`src/rtl/load_align_unit.sv`:
```
// Memory-stage load engine: issues one word-aligned read, waits for the response,
// then extracts and sign/zero-extends the addressed byte, half or word.
module load_align_unit #(
  parameter int unsigned MAX_WAIT = 64,
  parameter int unsigned CNT_W    = 7
) (
  input  logic        clk,
  input  logic        rst,
  input  logic        req_valid,
  output logic        req_ready,
  input  logic [2:0]  req_funct3,
  input  logic [31:0] req_addr,
  input  logic        flush,
  output logic        mem_read,
  output logic [31:0] mem_address,
  input  logic [31:0] mem_rdata,
  input  logic        mem_resp,
  output logic        load_valid,
  output logic [31:0] load_data,
  output logic        load_err
);

  typedef enum logic [1:0] {
    StIdle,
    StWait,
    StDone,
    StDrain
  } state_e;

  state_e            state_q, state_d;
  logic              mem_read_q, mem_read_d;
  logic [31:0]       mem_address_q, mem_address_d;
  logic              load_valid_q, load_valid_d;
  logic [31:0]       load_data_q, load_data_d;
  logic              load_err_q, load_err_d;
  logic [CNT_W-1:0]  cnt_q, cnt_d;
  logic [2:0]        funct3_q, funct3_d;
  logic [1:0]        offs_q, offs_d;

  logic              req_illegal;
  logic              timeout;
  logic [31:0]       extended;

  // Unsupported funct3 or an address not aligned to the access size.
  function automatic logic is_illegal(input logic [2:0] f3, input logic [1:0] a);
    logic bad;
    unique case (f3)
      3'b000, 3'b100: bad = 1'b0;
      3'b001, 3'b101: bad = a[0];
      3'b010:         bad = (a != 2'b00);
      default:        bad = 1'b1;
    endcase
    return bad;
  endfunction

  function automatic logic [31:0] extend(input logic [2:0]  f3,
                                         input logic [1:0]  s,
                                         input logic [31:0] rd);
    logic [7:0]  b;
    logic [15:0] h;
    logic [31:0] r;
    unique case (s)
      2'd0:    b = rd[7:0];
      2'd1:    b = rd[15:8];
      2'd2:    b = rd[23:16];
      default: b = rd[31:24];
    endcase
    h = s[1] ? rd[31:16] : rd[15:0];
    unique case (f3)
      3'b000:  r = {{24{b[7]}}, b};
      3'b100:  r = {24'd0, b};
      3'b001:  r = {{16{h[15]}}, h};
      3'b101:  r = {16'd0, h};
      3'b010:  r = rd;
      default: r = 32'd0;
    endcase
    return r;
  endfunction

  assign req_illegal = is_illegal(req_funct3, req_addr[1:0]);
  assign timeout     = (cnt_q == CNT_W'(MAX_WAIT - 1));
  assign extended    = extend(funct3_q, offs_q, mem_rdata);

  always_comb begin
    state_d       = state_q;
    mem_read_d    = mem_read_q;
    mem_address_d = mem_address_q;
    load_valid_d  = 1'b0;
    load_data_d   = load_data_q;
    load_err_d    = load_err_q;
    cnt_d         = cnt_q;
    funct3_d      = funct3_q;
    offs_d        = offs_q;

    unique case (state_q)
      StIdle: begin
        if (req_valid && !flush) begin
          if (req_illegal) begin
            load_err_d  = 1'b1;
            load_data_d = 32'd0;
            state_d     = StDone;
          end else begin
            funct3_d      = req_funct3;
            offs_d        = req_addr[1:0];
            mem_read_d    = 1'b1;
            mem_address_d = {req_addr[31:2], 2'b00};
            cnt_d         = '0;
            state_d       = StWait;
          end
        end
      end
      StWait: begin
        cnt_d = cnt_q + CNT_W'(1);
        if (mem_resp) begin
          mem_read_d = 1'b0;
          if (flush) begin
            state_d = StIdle;
          end else begin
            load_data_d = extended;
            load_err_d  = 1'b0;
            state_d     = StDone;
          end
        end else if (flush) begin
          // A squashed read is still in flight; wait it out without reporting.
          state_d = StDrain;
        end else if (timeout) begin
          mem_read_d  = 1'b0;
          load_err_d  = 1'b1;
          load_data_d = 32'd0;
          state_d     = StDone;
        end
      end
      StDrain: begin
        if (mem_resp) begin
          mem_read_d = 1'b0;
          state_d    = StIdle;
        end
      end
      StDone: begin
        load_valid_d = 1'b1;
        state_d      = StIdle;
      end
      default: state_d = StIdle;
    endcase
  end

  always_ff @(posedge clk or posedge rst) begin
    if (rst) begin
      state_q       <= StIdle;
      mem_read_q    <= 1'b0;
      mem_address_q <= 32'd0;
      load_valid_q  <= 1'b0;
      load_data_q   <= 32'd0;
      load_err_q    <= 1'b0;
      cnt_q         <= '0;
      funct3_q      <= 3'd0;
      offs_q        <= 2'd0;
    end else begin
      state_q       <= state_d;
      mem_read_q    <= mem_read_d;
      mem_address_q <= mem_address_d;
      load_valid_q  <= load_valid_d;
      load_data_q   <= load_data_d;
      load_err_q    <= load_err_d;
      cnt_q         <= cnt_d;
      funct3_q      <= funct3_d;
      offs_q        <= offs_d;
    end
  end

  assign req_ready   = (state_q == StIdle) && !rst;
  assign mem_read    = mem_read_q;
  assign mem_address = mem_address_q;
  assign load_valid  = load_valid_q;
  assign load_data   = load_data_q;
  assign load_err    = load_err_q;

endmodule

```
`config.mk`:
```
export PLATFORM = sky130hd
export DESIGN_NAME = load_align_unit
export DESIGN_NICKNAME = d
export VERILOG_FILES = /design/src/rtl/load_align_unit.sv
export SDC_FILE = /design/constraint.sdc
export NUM_CORES = 1
export LEC_CHECK = 0
export ABC_CLOCK_PERIOD_IN_PS = 7400
export CAP_MARGIN = 30
export CORE_MARGIN = 2
export CORE_UTILIZATION = 40
export DETAILED_ROUTE_END_ITERATION = 10
export PLACE_DENSITY = 0.73
export SLEW_MARGIN = 5
export SYNTH_ARGS = -nofsm -noshare
export SYNTH_HDL_FRONTEND = slang
export SYNTH_SLANG_ARGS = --single-unit
```
`constraint.sdc`:
```
create_clock -name clk -period 7.4 [get_ports clk]
set_clock_uncertainty 0.1 [all_clocks]
set_input_delay 1.48 -clock clk [delete_from_list [all_inputs] [get_ports clk]]
set_output_delay 1.48 -clock clk [all_outputs]
set_load 0.02 [all_outputs]
```
==> metrics.md, run 1 <==
| Metric | Value |
|---|---|
| Status | completed |
| Clock buffer count from CTS | 9 |
| Part of the power in the clock network | 23.6% |
| DR top layer | met4 |
| Largest net degree at the start of global routing | 63 |
| Overflow left after global routing | 0 |
| Syn Inst Count | 401 |
| DIE HEIGHT | between 100 and 150 µm |
| Net count, final | 600 |
| Setup Viol. Count Final | 0 |
| Ant. Diodes | 0 |
| Synth Area in Simple Gates | between 10% and 20% |
| Port Buf Inserts | 137 |
| Mux share of post-synthesis cell area | 8.123% |
| Post-synthesis compound-gate area fraction | a little under a fifth |
| Min cycle time layout | 4.257 ns |
| Gate power share | 36.6% |
| TritonRoute pass-1 iters | 6 |
| Largest cells by area after synthesis | dfrtp_1 (50%), nand2_1 (11%), mux2i_1 (5.6%) |
| H-tree Lvls | 3 |
| Antenna violations before repair | 0 |
| Layout area overhead | 43.49% |
| Tcrit/Tclk final | 57.53% |
| # rows | 36 |
| Post-cts resize count | 0 |
| P_int | 1021 µW |
| Critical Path End | req_ready |
| CP arrival | 2.68 ns |
| Post-CTS Setup Bufs | 0 |
| Post-Synthesis Cell Area | 0.003959 mm² |
| VDD IR-drop max | 0.1378 mV |
| Worst path required time | 5.82 ns |
| Clock root cell | clkbuf_8 |
| Max_cap viols | 0 |
| Leak | 0.002533 µW |
| Post-synthesis adder-cell area fraction | 0.3161% |
| Io pins | 140 |
| Syn. warnings | 0 |
| Largest family of logic cells by synthesized area | compound AO/OA/AOI/OAI gates |
| Wire per inst | around 16 µm |
| Depth of the most critical reg-to-reg path | 4 |
| Synth Area in XOR/XNOR | 0% |
| Hold_buf cts | 0 |
| DR iter-0 viols | 110 |
| Clock Pin Slew Worst Setup and Hold Paths | 0.08 ns |
| Metal2 WL | 4714 µm |
| FF-to-FF Start | offs_q[1] |
| Relative slew slack | 32.56% |
| Share of cells above drive strength 1 | about 8.3% |
| R2R Setup Slk | 4.84 ns |
| Die ar. | approximately 0.011 mm² |
| Synthesis-stage register bit count | 79 |
| DR vias | 3,541 |
| Post-synth top area share | 49.94% |
| FF-to-FF End | load_data[16] |
| Die width | approximately 100 µm |
| Distinct cells, synth | 52 |
| Global-route wire length before repair | ~17,000 µm |
| Dominant cell type by area after synthesis | dfrtp_1 |
| Core ar. | 0.009684 mm² |
| Post-detailed-route DRC marker count | 0 |
| Crit path from | rst |
| Power per cell area | 274.1 mW/mm² |
| Register area share after synthesis | about half |
| CTS tree | built |
| RSZ-0062 raised after global routing | false |
| Slew Limit Fails | 0 |
| Vias per cell | around 5.3 |
| Switching Fraction | between 30% and 40% |
| End-of-flow core utilization | between 50% and 60% |
| Longest Clk Path Bufs | 2 |
| Worst Setup End Kind | primary output |
| Routability cong. | 0.8471 |
| Setup crit start kind | input pin |
| WS Path Type | in -> out |
| NetSw | approximately 540 µW |
| Worst-path maximum fanout | 2 |
| Worst-margin pin slew | just over 1 ns |
| Starting density of the core | between 40 and 50% |
| Routed met1 length | 4698 µm |
| Fmax | 234.9 MHz |
| Min-delay worst type | reg -> reg |
| Met3 WL | 832 µm |
| Clock Sinks | 79 |
| Final Hold Fails | 0 |
| WL final | 10,440 µm |
| Vias in the first global route | 3,408 |
| Setup TNS | 0 ns |
| GRT Resource Usage Total | 20.01% |
| Seq pwr share | a little under 40% |
| Syn Area/Cell | 9.872 µm² |
| Clock Latency Late Sink | 0.35 ns |
| HPWL after detailed placement | 7568 µm |
| DRT antenna net count | 0 |
-- metrics by stage --
step / instance area [µm²] / hold WS, ns / worst slack, ns / instances / total power [µW]
floorplan: 3963 / 0.3606 / 3.797 / 402 / 938.3
global placement: 5393 / 0.3568 / 3.133 / 646 / 1179
detailed placement: 5440 / 0.3618 / 3.131 / 648 / 1200
CTS: 5673 / 0.3832 / 3.138 / 664 / 1572
global route: 5680 / 0.4040 / 3.051 / 665 / 1653
finish: 5680 / 0.3734 / 3.143 / 665 / 1557
-- layout make-up --
class	count	area (µm²)
clock inverters	4	77.57
well taps	133	166.4
flip-flops and latches	79	1977
multi-input cells	289	1836
inverters	5	20.02
fillers	847	4004
clock buffers	12	155.1
repair buffers	143	1449
-- registers in the layout, summed over array words and instances, names as in the netlist --
signal       cells
load_valid       1
cnt_q            7
funct3_q         3
mem_address     30
load_data       32
mem_read         1
offs_q           2
state_q          2
load_err         1
-- cells by family (layout without fill, tap and decap cells) --
group	count (synthesis)	after routing
adder cells (fa/ha/maj)	1	1
multiplexers	31	31
buffers and inverters	34	164
AND/OR/NAND/NOR	159	159
AO/OA/AOI/OAI	96	96
other	1	2
flip-flops	79	79
-- synthesized netlist by cell type (all sizes together) --
library cell and n:
nand2 112, dfrtp 79, buf 23, mux2i 22, a221o 16, a21oi 15, a22oi 12, nor2 11
o21ai 10, a21o 9, mux2 9, a211oi 7, o22ai 7, o2bb2ai 7, clkbuf 6, inv 5
nand2b 5, nor3 5, nand3 4, nor3b 4, or4 4, a31oi 3, nor2b 3, o31ai 3
nor4 2, or2 2, a2111oi 1, and2 1, and2b 1, and4b 1, conb 1, ha 1
nand4 1, nor4b 1, o2111a 1, o2111ai 1, o211ai 1, o21ba 1, o21bai 1, o221ai 1
or3 1, or3b 1
-- power groups by stage --
| stage | Combinational, µW | Sequential, µW | Clock, µW |
|---|---|---|---|
| after floorplan | 257 | 681 | 0 |
| after global placement | 558 | 621 | 0 |
| after detailed placement | 574 | 626 | 0 |
| after CTS | 575 | 619 | 378 |
| after global routing | 620 | 634 | 399 |
| final | 571 | 619 | 368 |
-- worst max-delay path, stage by stage --
cell and delay (ns):
clkdlybuf4s50_1 0.43, nor3_1 0.14, clkdlybuf4s50_1 0.63
-- worst min path at each step --
stage,startpoint,endpoint,slack [ns],cells past startpoint
2_1_floorplan,cnt_q[0],cnt_q[0],0.36,1
3_3_place_gp,mem_address[3],mem_address[3],0.36,2
3_5_place_dp,mem_address[26],mem_address[26],0.36,2
4_1_cts,mem_address[27],mem_address[27],0.38,2
5_1_grt,load_data[11],load_data[11],0.40,1
6_report,mem_address[27],mem_address[27],0.37,2
-- routing by layer --
layer	up-vias	GRT usage [%]
met1	1708	26.13
li1	1684	-
met4	0	7.692
met2	125	31.27
met5	-	0
met3	24	6.183
-- layout by cell type (no fill, tap or decap), types with 3 or more instances in the layout --
| master | n |
|---|---|
| o22ai_1 | 7 |
| a211oi_1 | 7 |
| mux2i_1 | 22 |
| clkbuf_8 | 11 |
| a21o_1 | 9 |
| nor3_1 | 3 |
| a21oi_1 | 14 |
| o31ai_1 | 3 |
| buf_4 | 4 |
| mux2_2 | 9 |
| nor2_1 | 10 |
| nand2_1 | 112 |
| nor2b_1 | 3 |
| a31oi_1 | 3 |
| a221o_1 | 16 |
| inv_1 | 4 |
| o2bb2ai_1 | 7 |
| a22oi_1 | 10 |
| clkdlybuf4s50_1 | 137 |
| or4_1 | 4 |
| dfrtp_1 | 79 |
| nand3_1 | 4 |
| nand2b_1 | 5 |
| o21ai_0 | 8 |
Power figures use the tool's default switching activity.
==> run 2, diff against run 1 <==
--- a/config.mk
+++ b/config.mk
@@ -5,7 +5,7 @@
 export SDC_FILE = /design/constraint.sdc
 export NUM_CORES = 1
 export LEC_CHECK = 0
-export ABC_CLOCK_PERIOD_IN_PS = 7400
+export ABC_CLOCK_PERIOD_IN_PS = 4050
 export CAP_MARGIN = 30
 export CORE_MARGIN = 2
 export CORE_UTILIZATION = 40
==> constraint.sdc (replaced) <==
create_clock -name clk -period 4.05 [get_ports clk]
set_clock_uncertainty 0.1 [all_clocks]
set_input_delay 0.81 -clock clk [delete_from_list [all_inputs] [get_ports clk]]
set_output_delay 0.81 -clock clk [all_outputs]
set_load 0.02 [all_outputs]
==> run 2 against run 1 <==
Net effect: critical endpoint unchanged; register-to-register slack lost 3.2 ns; clock power grew 69%; largest cell class unchanged; critical path depth is the same; non-clock buffer count grew 1; sequential power grew 81%; sequential cell count is the same; design area shrank 0.79%; clock-buffer cell count shrank 2; global-route usage grew 0.31 points.
==> metrics.md, run 2 (synthesized netlist as in run 1, its figures left out) <==
| Metric | Value |
|---|---|
| R2R Setup Slk | 1.63 ns |
| Clock root cell | clkbuf_8 |
| Worst path required time | 3.14 ns |
| Power per cell area | 496.6 mW/mm² |
| Pwr Total | 2798 µW |
| Net count, final | between 600 and 700 |
| Die width | roughly 100 µm |
| DIE HEIGHT | 103.5 µm |
| GRT Resource Usage Total | 20.32% |
| Leak | 0.002511 µW |
| Clock Sinks | 79 |
| Max FFs per register | 32 |
| Relative slew slack | 32.61% |
| DRT antenna net count | 0 |
| WS Path Type | in -> out |
| Fillcell total | about 840 |
| TritonRoute pass-1 iters | 4 |
| Pre-CTS WS | 1.101 ns |
| Post-CTS Setup Bufs | 0 |
| Delay of the slowest critical-path stage | 0.62 ns |
| Setup Viol. Count Final | 0 |
| VDD IR-drop max | 0.2236 mV |
| Status | completed |
| HPWL after detailed placement | 7804 µm |
| Clock buffer count from CTS | 9 |
| Ant. Diodes | 0 |
| Post-detailed-route DRC marker count | 0 |
| Largest net degree at the start of global routing | 40 |
| Hold_buf cts | 0 |
| H-tree Lvls | 3 |
| Clock Pin Slew Worst Setup and Hold Paths | 0.08 ns |
| Setup crit start kind | input pin |
| Vias per cell | 5.282 |
| Routability cong. | 0.8561 |
| Starting density of the core | approximately two fifths |
| Worst Setup End Kind | primary output |
| Layout area overhead | 42.35% |
| Commonest non-fill, non-tap cell in the layout | clkdlybuf4s50_1 |
| CTS tree | built |
| Tcrit/Tclk final | between 70% and 80% |
| Buffers and inverters on the worst path | 2 |
| Share of cells above drive strength 1 | 8.098% |
| Die ar. | 0.01071 mm² |
| WL final | 10,650 µm |
| CP arrival | 2.01 ns |
| Worst-path maximum fanout | 2 |
| Wire per inst | 16.04 µm |
| Slew Limit Fails | 0 |
| End-of-flow core utilization | 58.19% |
| Max_cap viols | 0 |
| Crit-path cells | clkdlybuf4s50_1 -> nor3_1 -> clkdlybuf4s50_1 |
| Port Buf Inserts | 137 |
| Antenna violations before repair | 0 |
| Setup TNS | 0 ns |
| Core ar. | 0.009684 mm² |
| Longest Clk Path Bufs | 2 |
| # rows | 36 |
| Min cycle time layout | 2.917 ns |
| Min setup slack post-route | ~1.1 ns |
| Vias in the first global route | 3,544 |
| Crit path max-delay family | buffers and inverters |
| Clock Latency Late Sink | between 0.3 and 0.4 ns |
| RSZ-0062 raised after global routing | false |
| Global-route wire length before repair | between 15,000 and 20,000 µm |
| Commonest cells after routing, fill and taps aside | clkdlybuf4s50_1 (137), nand2_1 (112), dfrtp_1 (79) |
| Min-delay worst type | reg -> reg |
| CP max-delay cell | clkdlybuf4s50_1 |
| Worst-margin pin slew | 1.006 ns |
| Post-cts resize count | 0 |
| Io pins | 140 |
| Overflow left after global routing | 0 |
| Fmax | 342.8 MHz |
| DR vias | 3,507 |
| CP dominant cell by count | clkdlybuf4s50_1 |
| DR iter-0 viols | 127 |
| Final Hold Fails | 0 |
## run 2: cell type report
type                            instances  area, µm²  area share, %
Clock buffer                           10      127.6          2.265
Clock inverter                          4      72.57          1.288
Inverter                                5      20.02         0.3552
Multi-Input combinational cell        289       1836          32.57
Sequential cell                        79       1977          35.08
Tap cell                              133      166.4          2.953
Timing Repair Buffer                  144       1436          25.49
## run 2: power breakdown
part           switching [µW]  total (µW)  internal (µW)
combinational             537        1060            526
sequential                158        1120            957
clock                     281         621            340
total                     976        2800           1820
## run 2: tightest hold or removal path, stage by stage (launching register included)
cell,delay (ns)
dfrtp_1,0.34
nand2_1,0.05
nand2_1,0.06
## run 2: metrics by stage
step           cell area, µm²  std cells  hold WS [ns]
6_report                 5635        664        0.3759
3_5_place_dp             5435        650        0.3610
3_3_place_gp             5415        649        0.3577
5_1_grt                  5635        664        0.4130
4_1_cts                  5635        664        0.3832
2_1_floorplan            3963        402        0.3606
## run 2: worst paths after layout
kind	from	end	cells past startpoint
setup reg to reg	offs_q[0]	load_data[30]	4
min in group asynchronous	rst	load_data[25]	2
hold reg to reg	mem_address[26]	mem_address[26]	2
hold / removal	mem_address[26]	mem_address[26]	2
setup / recovery	rst	req_ready	3
max in group asynchronous	rst	mem_address[27]	3
## run 2: metal layers
layer  share of wire, %  track usage, %  vias up
li1                   -               -     1673
met1                 43           25.99     1695
met2                 48           32.95      126
met3                7.8           6.653       13
met4                1.4           6.073        0
met5                  0               0        -
==> run 3, diff against run 2 <==
--- a/config.mk
+++ b/config.mk
@@ -5,12 +5,12 @@
 export SDC_FILE = /design/constraint.sdc
 export NUM_CORES = 1
 export LEC_CHECK = 0
-export ABC_CLOCK_PERIOD_IN_PS = 4050
+export ABC_CLOCK_PERIOD_IN_PS = 2650
 export CAP_MARGIN = 30
 export CORE_MARGIN = 2
 export CORE_UTILIZATION = 40
 export DETAILED_ROUTE_END_ITERATION = 10
-export PLACE_DENSITY = 0.73
+export PLACE_DENSITY = 0.76
 export SLEW_MARGIN = 5
 export SYNTH_ARGS = -nofsm -noshare
 export SYNTH_HDL_FRONTEND = slang
==> constraint.sdc (replaced) <==
create_clock -name clk -period 2.65 [get_ports clk]
set_clock_uncertainty 0.1 [all_clocks]
set_input_delay 0.53 -clock clk [delete_from_list [all_inputs] [get_ports clk]]
set_output_delay 0.53 -clock clk [all_outputs]
set_load 0.02 [all_outputs]
==> run 3 against run 2 <==
Net effect: global-route usage decreased by 1.0 points; worst hold slack improved by 0.0036 ns; core utilization increased by 0.96 points; largest cell class unchanged; critical path depth unchanged; sequential power increased by 50%; clock-buffer cell count increased by 1; non-clock buffer count increased by 5; critical path type unchanged; highest routed layer unchanged; total power increased by 53%; design area increased by 1.6%.
==> metrics.md, run 3 (synthesized netlist as in run 1, its figures left out) <==
| Metric | Value |
|---|---|
| Global-route wire length before repair | about 16,000 µm |
| Clock Pin Slew Worst Setup and Hold Paths | roughly 0.090 ns |
| Worst-path maximum fanout | 2 |
| DIE HEIGHT | about 100 µm |
| Max_cap viols | 0 |
| Max FFs per register | 32 |
| H-tree Lvls | 3 |
| Clock root cell | clkbuf_8 |
| Worst-margin pin slew | 1.087 ns |
| Power per cell area | 749.1 mW/mm² |
| Relative slew slack | 27.36% |
| Io pins | 140 |
| Overflow left after global routing | 0 |
| Switching Fraction | 35.25% |
| Die width | between 100 and 150 µm |
| Vias per cell | a little over 5 |
| Setup Viol. Count Final | 0 |
| Post-CTS Setup Bufs | 0 |
| Port Buf Inserts | 137 |
| Layout area overhead | 44.69% |
| DR iter-0 viols | 126 |
| DRT antenna net count | 0 |
| Antenna violations before repair | 0 |
| Vias in the first global route | 3,333 |
| Clock Latency Late Sink | 0.34 ns |
| DR vias | ~3,500 |
| # rows | 36 |
| NetSw | ~1500 µW |
| Min cycle time layout | 2.400 ns |
| Part of the power in the clock network | 22.2% |
| Gate power share | 38.7% |
| Leak | 0.002555 µW |
| Seq pwr share | approximately two fifths |
| Min-delay worst type | reg -> reg |
| VDD IR-drop max | 0.3979 mV |
| Layout Cells excl Fill | approximately 670 |
| CTS tree | built |
| Ant. Diodes | 0 |
| Worst Setup End Kind | primary output |
| Fmax | 416.7 MHz |
| Final Hold Fails | 0 |
| P_int | 2778 µW |
| Share of cells above drive strength 1 | a little under a tenth |
| RSZ-0062 raised after global routing | false |
| Starting density of the core | 40.88% |
| Setup crit start kind | input pin |
| Routability cong. | 0.8845 |
| CP arrival | 1.77 ns |
| WL final | 10,350 µm |
| Core ar. | 0.009684 mm² |
| R2R Setup Slk | 0.32 ns |
| Commonest cells after routing, fill and taps aside | clkdlybuf4s50_1 (137), nand2_1 (112), dfrtp_1 (79) |
| Post-cts resize count | 0 |
| GRT Resource Usage Total | around a fifth |
| Worst path required time | 2.02 ns |
| Clock buffer count from CTS | 9 |
| Clock Sinks | 79 |
| Net count, final | 606 |
| TritonRoute pass-1 iters | 4 |
| Wire per inst | 15.43 µm |
| Largest net degree at the start of global routing | 40 |
| Die ar. | 0.01071 mm² |
| Hold_buf cts | 0 |
| Setup TNS | 0 ns |
| Longest Clk Path Bufs | 2 |
| Placed Instances | 655 |
| Slew Limit Fails | 0 |
| Post-detailed-route DRC marker count | 0 |
| WS Path Type | in -> out |
| Commonest non-fill, non-tap cell in the layout | clkdlybuf4s50_1 |
| HPWL after detailed placement | 7606 µm |
| Status | completed |
| Tcrit/Tclk final | 90.56% |
==> run 3: per-layer routing <==
layer  track usage (%)  up-vias  share of wire [%]
li1                  -     1698                  -
met1             25.84     1643                 45
met2             31.56      133                 47
met3             5.040        9                7.4
met4             4.453        0               0.71
met5                 0        -                  0
==> run 3: layout make-up <==
class                      count  area (µm²)
sequential                    79        1977
clock buffer                  11       151.4
tap                          133       166.4
timing repair buffer         149        1511
multi-input combinational    289        1836
fill                         820        3956
clock inverter                 5       63.81
inverter                       5       22.52
==> run 3: worst max-delay path: stages <==
cell             delay (ns)
clkdlybuf4s50_1        0.46
nor3_1                 0.15
clkdlybuf4s50_1        0.63
==> run 3: power by group through the flow <==
stage                     clock, µW  sequential, µW  combinational [µW]
after floorplan                   0            1900                 718
after global placement            0            1680                1640
after detailed placement          0            1690                1670
after CTS                       971            1670                1670
after global routing           1030            1720                1800
final                           954            1680                1660
==> run 3: worst paths after layout <==
path	start	end	cells after the start
min in group asynchronous	rst	load_valid	2
max in group asynchronous	rst	cnt_q[5]	3
setup reg to reg	state_q[0]	load_data[29]	4
hold / removal	mem_address[31]	mem_address[31]	2
setup / recovery	rst	req_ready	3
hold reg to reg	mem_address[31]	mem_address[31]	2
==> run 3: metrics by stage <==
step	hold WS, ns	area, µm²	worst slack, ns	utilization [%]	power, µW
floorplan	0.3606	3966	0.8976	-	2621
global placement	0.3579	5513	0.2227	56.93	3324
detailed placement	0.3607	5513	0.1535	56.93	3358
CTS	0.3839	5728	0.2540	59.15	4315
global route	0.4086	5728	0.1969	59.15	4541
finish	0.3795	5728	0.2501	59.15	4291
